[src/rtl/read_buf_pkg.sv]
// Shared widths, the response tag layout and bank-decode helpers for read_buf.
// The `ifndef block mirrors CNN_defines.vh so the slice also builds standalone.
`ifndef log2BUF_DEP
`define log2BUF_DEP 12
`endif
`ifndef log2BRAM_DEPTH
`define log2BRAM_DEPTH 9
`endif
`ifndef BRAM_NUM
`define BRAM_NUM 4
`endif
`ifndef log2BRAM_NUM
`define log2BRAM_NUM 2
`endif
`ifndef base_Tin
`define base_Tin 2
`endif
`ifndef MAX_DW
`define MAX_DW 16
`endif
`ifndef MAX_DAT_DW
`define MAX_DAT_DW 16
`endif
`ifndef MAX_WT_DW
`define MAX_WT_DW 8
`endif
`ifndef RD_TAG_W
`define RD_TAG_W (2 + `log2BRAM_NUM)
`endif

package read_buf_pkg;
   localparam int BUF_AW   = `log2BUF_DEP;
   localparam int BRAM_AW  = `log2BRAM_DEPTH;
   localparam int BRAM_NUM = `BRAM_NUM;
   localparam int BANK_W   = `log2BRAM_NUM;
   localparam int BIDX_W   = BUF_AW - BRAM_AW;
   localparam int SLICE_W  = `base_Tin * `MAX_DW;
   localparam int MEM_W    = BRAM_NUM * SLICE_W;
   localparam int DAT_W    = `base_Tin * `MAX_DAT_DW;
   localparam int WT_W     = `base_Tin * `MAX_WT_DW;
   localparam int TAG_W    = `RD_TAG_W;
`ifdef READ_BUF_PARALLEL_EN
   localparam int RDADDR_W = BRAM_NUM * BRAM_AW;
`else
   localparam int RDADDR_W = BRAM_AW;
`endif

   typedef struct packed {
      logic              is_wt;
      logic              oob;
      logic [BANK_W-1:0] bank;
   } rd_tag_t;

   function automatic logic is_oob(input logic [BIDX_W-1:0] idx);
      return {1'b0, idx} >= (BIDX_W+1)'(BRAM_NUM);
   endfunction

   // Out-of-range indices match no bank, so they decode to all zeros.
   function automatic logic [BRAM_NUM-1:0] bank_onehot(input logic [BIDX_W-1:0] idx);
      logic [BRAM_NUM-1:0] oh;
      oh = '0;
      for (int i = 0; i < BRAM_NUM; i++)
         if ({1'b0, idx} == (BIDX_W+1)'(i)) oh[i] = 1'b1;
      return oh;
   endfunction
endpackage

[src/rtl/read_buf_lat_pipe.sv]
// Valid/tag delay line matching the BRAM read latency; valid bits clear synchronously.
module read_buf_lat_pipe #(
   parameter int RD_LAT = 2,
   parameter int WIDTH  = 4
) (
   input  logic             clk,
   input  logic             rst,
   input  logic             in_vld,
   input  logic [WIDTH-1:0] in_tag,
   output logic             out_vld,
   output logic [WIDTH-1:0] out_tag
);
   logic [RD_LAT-1:0] vld_q;
   logic [WIDTH-1:0]  tag_q [RD_LAT];

   always_ff @(posedge clk) begin
      if (rst) begin
         vld_q <= '0;
      end else begin
         vld_q[0] <= in_vld;
         for (int i = 1; i < RD_LAT; i++) vld_q[i] <= vld_q[i-1];
      end
   end

   always_ff @(posedge clk) begin
      tag_q[0] <= in_tag;
      for (int i = 1; i < RD_LAT; i++) tag_q[i] <= tag_q[i-1];
   end

   assign out_vld = vld_q[RD_LAT-1];
   assign out_tag = tag_q[RD_LAT-1];
endmodule

[src/rtl/read_buf.sv]
// Banked buffer read port shared by the DAT and WT fetch engines (DAT has priority).
// Define READ_BUF_PARALLEL_EN to let DAT and WT issue together when their banks differ.
module read_buf
   import read_buf_pkg::*;
#(
   parameter int RD_LAT = 2
) (
   input  logic                clk,
   input  logic                rst,
   input  logic                dat_rd_req,
   input  logic [BUF_AW-1:0]   dat_rd_addr,
   output logic                dat_rd_rdy,
   input  logic                wt_rd_req,
   input  logic [BUF_AW-1:0]   wt_rd_addr,
   output logic                wt_rd_rdy,
   output logic [BRAM_NUM-1:0] logic_mem_rd_en,
   output logic [RDADDR_W-1:0] logic_mem_rd_addr,
   input  logic [MEM_W-1:0]    logic_mem_rd_dat,
   output logic                dat_rd_vld,
   output logic [DAT_W-1:0]    dat_rd_data,
   output logic                wt_rd_vld,
   output logic [WT_W-1:0]     wt_rd_data
);
   logic              dat_pipe_vld, wt_pipe_vld;
   logic [TAG_W-1:0]  dat_pipe_tag, wt_pipe_tag;
   rd_tag_t           dat_lat_tag, wt_lat_tag;
   logic              dat_lat_vld, wt_lat_vld;
   logic [DAT_W-1:0]  dat_cap;
   logic [WT_W-1:0]   wt_cap;

`ifdef READ_BUF_PARALLEL_EN
   logic [BIDX_W-1:0]   dat_idx_p0, wt_idx_p0;
   logic [BRAM_NUM-1:0] dat_oh_p0, wt_oh_p0;
   rd_tag_t             dat_tag_p0, wt_tag_p0;

   // Stage p0: independent decode per lane; WT only yields on a bank clash.
   always_comb begin
      dat_idx_p0 = dat_rd_addr[BUF_AW-1:BRAM_AW];
      wt_idx_p0  = wt_rd_addr[BUF_AW-1:BRAM_AW];
      dat_rd_rdy = dat_rd_req & ~rst;
      wt_rd_rdy  = wt_rd_req & ~(dat_rd_req & (dat_idx_p0 == wt_idx_p0)) & ~rst;
      dat_oh_p0  = dat_rd_rdy ? bank_onehot(dat_idx_p0) : '0;
      wt_oh_p0   = wt_rd_rdy ? bank_onehot(wt_idx_p0) : '0;
      logic_mem_rd_en   = dat_oh_p0 | wt_oh_p0;
      logic_mem_rd_addr = '0;
      for (int i = 0; i < BRAM_NUM; i++) begin
         if (dat_oh_p0[i])
            logic_mem_rd_addr[i*BRAM_AW +: BRAM_AW] = dat_rd_addr[BRAM_AW-1:0];
         else if (wt_oh_p0[i])
            logic_mem_rd_addr[i*BRAM_AW +: BRAM_AW] = wt_rd_addr[BRAM_AW-1:0];
      end
      dat_tag_p0 = '{is_wt: 1'b0, oob: is_oob(dat_idx_p0), bank: dat_idx_p0[BANK_W-1:0]};
      wt_tag_p0  = '{is_wt: 1'b1, oob: is_oob(wt_idx_p0), bank: wt_idx_p0[BANK_W-1:0]};
   end

   read_buf_lat_pipe #(.RD_LAT(RD_LAT), .WIDTH(TAG_W)) u_dat_pipe (
      .clk(clk), .rst(rst), .in_vld(dat_rd_rdy), .in_tag(dat_tag_p0),
      .out_vld(dat_pipe_vld), .out_tag(dat_pipe_tag));
   read_buf_lat_pipe #(.RD_LAT(RD_LAT), .WIDTH(TAG_W)) u_wt_pipe (
      .clk(clk), .rst(rst), .in_vld(wt_rd_rdy), .in_tag(wt_tag_p0),
      .out_vld(wt_pipe_vld), .out_tag(wt_pipe_tag));
`else
   logic              acc_p0;
   logic [BUF_AW-1:0] addr_p0;
   logic [BIDX_W-1:0] idx_p0;
   rd_tag_t           tag_p0;

   // Stage p0: single shared port, fixed DAT priority.
   always_comb begin
      dat_rd_rdy = dat_rd_req & ~rst;
      wt_rd_rdy  = wt_rd_req & ~dat_rd_req & ~rst;
      acc_p0     = dat_rd_rdy | wt_rd_rdy;
      addr_p0    = wt_rd_rdy ? wt_rd_addr : dat_rd_addr;
      idx_p0     = addr_p0[BUF_AW-1:BRAM_AW];
      logic_mem_rd_en   = acc_p0 ? bank_onehot(idx_p0) : '0;
      logic_mem_rd_addr = acc_p0 ? addr_p0[BRAM_AW-1:0] : '0;
      tag_p0 = '{is_wt: wt_rd_rdy, oob: is_oob(idx_p0), bank: idx_p0[BANK_W-1:0]};
   end

   read_buf_lat_pipe #(.RD_LAT(RD_LAT), .WIDTH(TAG_W)) u_pipe (
      .clk(clk), .rst(rst), .in_vld(acc_p0), .in_tag(tag_p0),
      .out_vld(dat_pipe_vld), .out_tag(dat_pipe_tag));
   assign wt_pipe_vld = dat_pipe_vld;
   assign wt_pipe_tag = dat_pipe_tag;
`endif

   // Stage p1: BRAM data is valid alongside the oldest tag; pick the slice.
   always_comb begin
      dat_lat_tag = rd_tag_t'(dat_pipe_tag);
      wt_lat_tag  = rd_tag_t'(wt_pipe_tag);
      dat_lat_vld = dat_pipe_vld & ~dat_lat_tag.is_wt;
      wt_lat_vld  = wt_pipe_vld & wt_lat_tag.is_wt;
      dat_cap = '0;
      wt_cap  = '0;
      for (int i = 0; i < BRAM_NUM; i++) begin
         if (!dat_lat_tag.oob && dat_lat_tag.bank == BANK_W'(i))
            dat_cap = logic_mem_rd_dat[i*SLICE_W +: DAT_W];
         if (!wt_lat_tag.oob && wt_lat_tag.bank == BANK_W'(i))
            wt_cap = logic_mem_rd_dat[i*SLICE_W +: WT_W];
      end
   end

   // Stage p2: registered return; data holds between valid pulses.
   always_ff @(posedge clk) begin
      if (rst) begin
         dat_rd_vld  <= 1'b0;
         wt_rd_vld   <= 1'b0;
         dat_rd_data <= '0;
         wt_rd_data  <= '0;
      end else begin
         dat_rd_vld <= dat_lat_vld;
         wt_rd_vld  <= wt_lat_vld;
         if (dat_lat_vld) dat_rd_data <= dat_cap;
         if (wt_lat_vld)  wt_rd_data  <= wt_cap;
      end
   end
endmodule

[config.mk]
export PLATFORM = sky130hd
export DESIGN_NAME = read_buf
export DESIGN_NICKNAME = d
export VERILOG_FILES = /design/src/rtl/read_buf_pkg.sv /design/src/rtl/read_buf_lat_pipe.sv /design/src/rtl/read_buf.sv
export SDC_FILE = /design/constraint.sdc
export NUM_CORES = 1
export LEC_CHECK = 0
export ABC_AREA = 1
export CAP_MARGIN = 20
export CORE_MARGIN = 3
export CORE_UTILIZATION = 32
export DETAILED_ROUTE_END_ITERATION = 8
export PLACE_DENSITY = 0.83
export SYNTH_ARGS = -nofsm -noshare
export SYNTH_HDL_FRONTEND = slang
export SYNTH_SLANG_ARGS = --single-unit
[constraint.sdc]
create_clock -name clk -period 1.4 [get_ports clk]
set_clock_uncertainty 0.1 [all_clocks]
set_input_delay 0.28 -clock clk [delete_from_list [all_inputs] [get_ports clk]]
set_output_delay 0.28 -clock clk [all_outputs]
set_load 0.05 [all_outputs]
After elaboration in Yosys (flattened, before gate mapping)
Memories as Yosys holds them, arrays and structs flattened.
Index checks and enable logic that the tools add are counted.
{ "op_classes": {"magnitude_cmp": 1, "n_eq_ne": 6, "n_mux": 15, "bitwise": 9, "reduce_logical": 7} }
{ "ops": {"columns": ["operator", "n"], "rows": [
  ["$mux 32", 4],
  ["$mux 16", 4],
  ["$mux 12", 1],
  ["$mux 9", 1],
  ["$eq 3x2->1 const B", 2],
  ["$and 1x1->1", 5],
  ["$eq 2x2->1 const B", 2],
  ["$logic_and 1x1->1", 4],
  ["$mux 1", 4],
  ["$mux 4", 1],
  ["$eq 3x1->1 const B", 1],
  ["$ge 3x3->1 const B", 1],
  ["$logic_not 3->1", 1],
  ["$not 1->1", 3],
  ["$eq 2x1->1 const B", 1],
  ["$logic_not 2->1", 1],
  ["$logic_not 1->1", 1],
  ["$or 1x1->1", 1]
]} }
{ "word_totals": {"reg_bits": 52, "mem_bits_rw": 8, "in_bits": 156, "output_inout_bits": 65, "wordCells": 44, "n_memories": 1} }
{ "memory_table": {"columns": ["name", "depth", "word_bits", "read_ports", "rd_clocked_by_memory_dff", "wr", "line", "rtl"], "rows": [
  ["u_pipe.tag_q", 2, 4, 2, 0, 2, "read_buf_lat_pipe.sv:14", "logic [WIDTH-1:0] tag_q [RD_LAT];"]
]} }

Depth between registers and ports, before layout
{ "logic_depth": {"word_depth": 7, "depth_mapped": 8, "depth_no_buf": 7} }

Cells and area by module
A second synthesis with hierarchy kept.
{ "hier_totals": {"cells_unflattened": 487, "hier_area_um2": 3126.7} }
{ "by_module_without_submodules": {"columns": ["mod", "n_inst", "cells_per_inst", "area_per_inst_um2", "seq_area_each_um2"], "rows": [
  ["read_buf", 1, 469, 2881.5, 1001.0],
  ["read_buf_lat_pipe", 1, 18, 245.2, 200.2]
]} }

Worst setup path after synthesis
OpenSTA, ideal clock, no wires.
{ "synth_timing": {"path_type": "input-to-output", "from": "input dat_rd_req", "to": "output logic_mem_rd_en[2]", "t_arrival_ns": 1.886, "required_time_ns": 1.020, "setup_slack_ns": -0.866, "cell_stages": 6, "n_path_buf": 0, "path_cell_list": "inv_1 -> nor2_2 -> nor2_1 -> inv_1 -> nand3_1 -> nor2_1"} }
{ "synth_rtl": {"columns": ["item", "line", "rtl"], "rows": [
  ["from (decl)", "read_buf.sv:10", "input logic dat_rd_req,"],
  ["$and 1x1->1", "read_buf.sv:70", "dat_rd_rdy = dat_rd_req & ~rst;"],
  ["via dat_rd_rdy", "read_buf.sv:12", "output logic dat_rd_rdy,"],
  ["$or 1x1->1", "read_buf.sv:72", "acc_p0 = dat_rd_rdy | wt_rd_rdy;"],
  ["$mux 4", "read_buf.sv:75", "logic_mem_rd_en = acc_p0 ? bank_onehot(idx_p0) : '0;"],
  ["to (decl)", "read_buf.sv:16", "output logic [BRAM_NUM-1:0] logic_mem_rd_en,"]
]} }
The timed path passes the listed nets, and every way through them passes these cells.

Worst setup path in the final report
{ "layout_timing": {"from": "input rst", "to": "output logic_mem_rd_en[2]"} }
{ "layout_via": {"elab_chain_len": 6} }
{ "layout_lines": {"columns": ["item", "line", "rtl"], "rows": [
  ["from (decl)", "read_buf.sv:9", "input logic rst,"],
  ["$not 1->1 (*)", "read_buf.sv:70, read_buf.sv:71", null],
  ["$and 1x1->1", "read_buf.sv:71", "wt_rd_rdy = wt_rd_req & ~dat_rd_req & ~rst;"],
  ["$mux 12", "read_buf.sv:73", "addr_p0 = wt_rd_rdy ? wt_rd_addr : dat_rd_addr;"],
  ["$eq 3x2->1", "read_buf_pkg.sv:63", "if ({1'b0, idx} == (BIDX_W+1)'(i)) oh[i] = 1'b1;"],
  ["$mux 1", "read_buf_pkg.sv:63", null],
  ["$mux 4 (*)", "read_buf.sv:75", null]
]} }
Mark *: on every way between the ends. The rest lies on a longest branch, timed or not.

==> impl_metrics.json <==
{
  "cts-root-buf": "clkbuf_8",
  "peakVddDrop_mv": 0.418,
  "rsz0062_at_grt": "yes",
  "finalNetCount": 895,
  "wl_per_cell_um": 19.0,
  "layout-drive-gt1-share_pct": 34.5,
  "ff_latch_area_mm2": 0.00121,
  "status": "finished, violations left",
  "worstSetupPathType": "in -> out",
  "yosys-top-cells-area": "dfxtp_1, nand2_1, nor2_1, nand3_1, o21ai_0",
  "first_pass_iters": 5,
  "grt_pass1_vias": 4657,
  "cts_inserted_buffers": 9,
  "drt-initial-drc-count": 298,
  "pwr-share-comb_pct": 39.5,
  "fin_crit_ps": 1680,
  "multi_input_area_mm2": 0.00222,
  "antennaDiodeCount": 0,
  "startpoint_type": "input pin",
  "grt_pass1_wl_um": 23800,
  "synth.distinct_cells": 21,
  "cp_top_family": "buffers and inverters",
  "ys_ff_latch": 60,
  "die_x_um": 104,
  "clk_latency_ps": 320,
  "yosysTopAreaCell": "dfxtp_1",
  "core_area_mm2": 0.00933,
  "slowest_delay_ps": 170,
  "internal_power_w": 0.00369,
  "syn_to_final_growth_pct": 139,
  "pwr_density_cell_mw_per_mm2": 740,
  "max_freq_ghz": 0.594,
  "synth_cells": 484,
  "tns_ps": -4300,
  "synthFlopType": "dfxtp_1",
  "wirelength_um": 16600,
  "min_period_over_period_pct": 120,
  "hold_violations": 0,
  "max_slew_margin_pct": 70.5,
  "grt_max_degree": 49,
  "finalSetupViolCount": 39,
  "antenna_found_initial": 0,
  "final_design_area_no_fill_mm2": 0.00739,
  "drv_cap": 0,
  "synthesis.nets": 640,
  "cts.reportedPaths.clkPinSlew_ps": 60,
  "grt_use_met3_pct": 9.12,
  "yosysTopAreaCellShare_pct": 38.8,
  "io_buffers": 220,
  "yosysSeqAreaShare_pct": 38.8,
  "via_per_inst": 5.19,
  "die_y_um": 104,
  "clkPwrFrac_pct": 26.1,
  "die_area_mm2": 0.0109,
  "gr-total-overflow": 0,
  "cts_buffer_depth": 2,
  "antenna_left": 0,
  "power.switching_w": 0.00178,
  "synth_edf_count": 0,
  "endpoint_kind": "primary output",
  "setup_ws_ps": -283,
  "synth_common_cells": "nand2_1, nor2_1, dfxtp_1",
  "syn_area_mm2": 0.00310,
  "io_pins": 221,
  "hold_slack_ps": 226,
  "grt_use_met1_pct": 27.0,
  "drc_errors": 0,
  "placed_area_mm2": 0.00643,
  "nFillCells": 523,
  "met2_usage_pct": 49.8,
  "timing.final.max_slew_violations": 0,
  "ys_warn_count": 0,
  "cp_cell_sequence": "buf_8 -> inv_6 -> nand3_4 -> inv_6 -> nor2_4 -> inv_4 -> nand3_4 -> nor2_4 -> buf_12",
  "via_count": 4530,
  "hp-class": "reg -> reg",
  "cp.buffers_inverters": 5,
  "power.leakage_nw": 3.09,
  "initial_utilization_pct": 33.2,
  "cts.sinks": 60,
  "synthArstFlopShare_pct": 0,
  "swShare_pct": 32.5,
  "rows": 35,
  "finalWeightedCongestion": 0.839,
  "violations": "negative setup slack",
  "cp_slowest_cell": "nand3_4",
  "worst_ep_arrival_time_ps": 1300,
  "synth.most_common_cell": "nand2_1",
  "worstMarginPinSlew_ps": 442,
  "cts_max_level": 3,
  "busiest_layer": "met2",
  "cts_tree": "done",
  "hpwl_um": 10400,
  "crit_required_ps": 1020,
  "cp_max_fo": 8,
  "track_usage_pct": 27.0,
  "p_seq_share_pct": 34.5,
  "avgSynthCellArea_um2": 6.40
}
-- stage by stage --
| step | total power (W) | instances | util [%] | setup WS (ps) |
|---|---|---|---|---|
| 5_1_grt | 0.00569 | 873 | 79.2 | -334 |
| 3_5_place_dp | 0.00375 | 831 | 68.9 | -912 |
| 3_3_place_gp | 0.00372 | 831 | 68.9 | -790 |
| 6_report | 0.00547 | 873 | 79.2 | -283 |
| 2_1_floorplan | 0.00266 | 484 | - | -223 |
| 4_1_cts | 0.00527 | 864 | 74.0 | -265 |
-- what timing repair did --
action	CTS	global route
gates cloned	0	2
endpoints found under the setup margin	35	55
resized for setup	64	118
setup buffers	17	7
pin swaps	21	54
hold buffers	0	0
-- power by group through the flow --
stage	Clock (W)	Sequential (W)	Combinational [W]
4_1_cts	0.00145	0.00188	0.00194
5_1_grt	0.00155	0.00189	0.00226
3_3_place_gp	0	0.00192	0.00180
3_5_place_dp	0	0.00192	0.00183
6_report	0.00142	0.00188	0.00216
2_1_floorplan	0	0.00212	0.000538
-- cell type report --
| class | instances | share of cell area [%] |
|---|---|---|
| repair buffers | 274 | 47.0 |
| clock buffers | 15 | 2.39 |
| inverters | 23 | 1.68 |
| multi-input cells | 370 | 30.1 |
| repair inverters | 1 | 0.220 |
| well taps | 129 | 2.18 |
| clock inverters | 1 | 0.0678 |
| flip-flops and latches | 60 | 16.4 |
-- path summary, 6_finish.rpt --
check,start,to,slack [ps],cells past startpoint
max reg2reg,u_pipe.tag_q[0][5],dat_rd_data[10],-100,7
min reg2reg,u_pipe.tag_q[0][1],u_pipe.tag_q[0][5],230,0
min,u_pipe.tag_q[0][1],u_pipe.tag_q[0][5],230,0
max,rst,logic_mem_rd_en[2],-280,9
-- registers in the layout, indices dropped and copies added (netlist names) --
register,flops
dat_rd_vld,1
u_pipe.tag_q,8
u_pipe.vld_q,2
wt_rd_vld,1
dat_rd_data,32
wt_rd_data,16
-- per-layer routing --
layer / part of all wire (%) / vias up
li1: - / 2091
met1: 35 / 2103
met2: 52 / 283
met3: 9.0 / 53
met4: 3.9 / 0
met5: 0 / -
-- cell families after synthesis --
| logic type | share of synthesized area, % |
|---|---|
| buffers and inverters | 7.76 |
| AO/OA/AOI/OAI | 12.7 |
| AND/OR/NAND/NOR | 40.7 |
| flip-flops | 38.8 |
-- cell usage in the layout, fill, tap and decap left out, types with 19 or more instances in the layout --
| cell type | synthesis | layout |
|---|---|---|
| nor2_1 | 100 | 70 |
| nand3_1 | 54 | 38 |
| dfxtp_1 | 60 | 57 |
| buf_12 | 0 | 75 |
| nand4_1 | 20 | 20 |
| nand2_1 | 109 | 75 |
| clkdlybuf4s50_1 | 0 | 146 |
| buf_6 | 1 | 19 |
| buf_4 | 5 | 24 |
| o21ai_0 | 53 | 45 |
| nand2_4 | 0 | 19 |
-- worst reg2reg max path, stage by stage, from the launching register on --
cell     delay (ps)
dfxtp_4         360
buf_6           120
nor2_4          210
buf_12          190
nand3_1         100
nand4_1         140
nor2_1           60
nor2_1          140
Note: power is estimated with default switching activity, not from simulation.
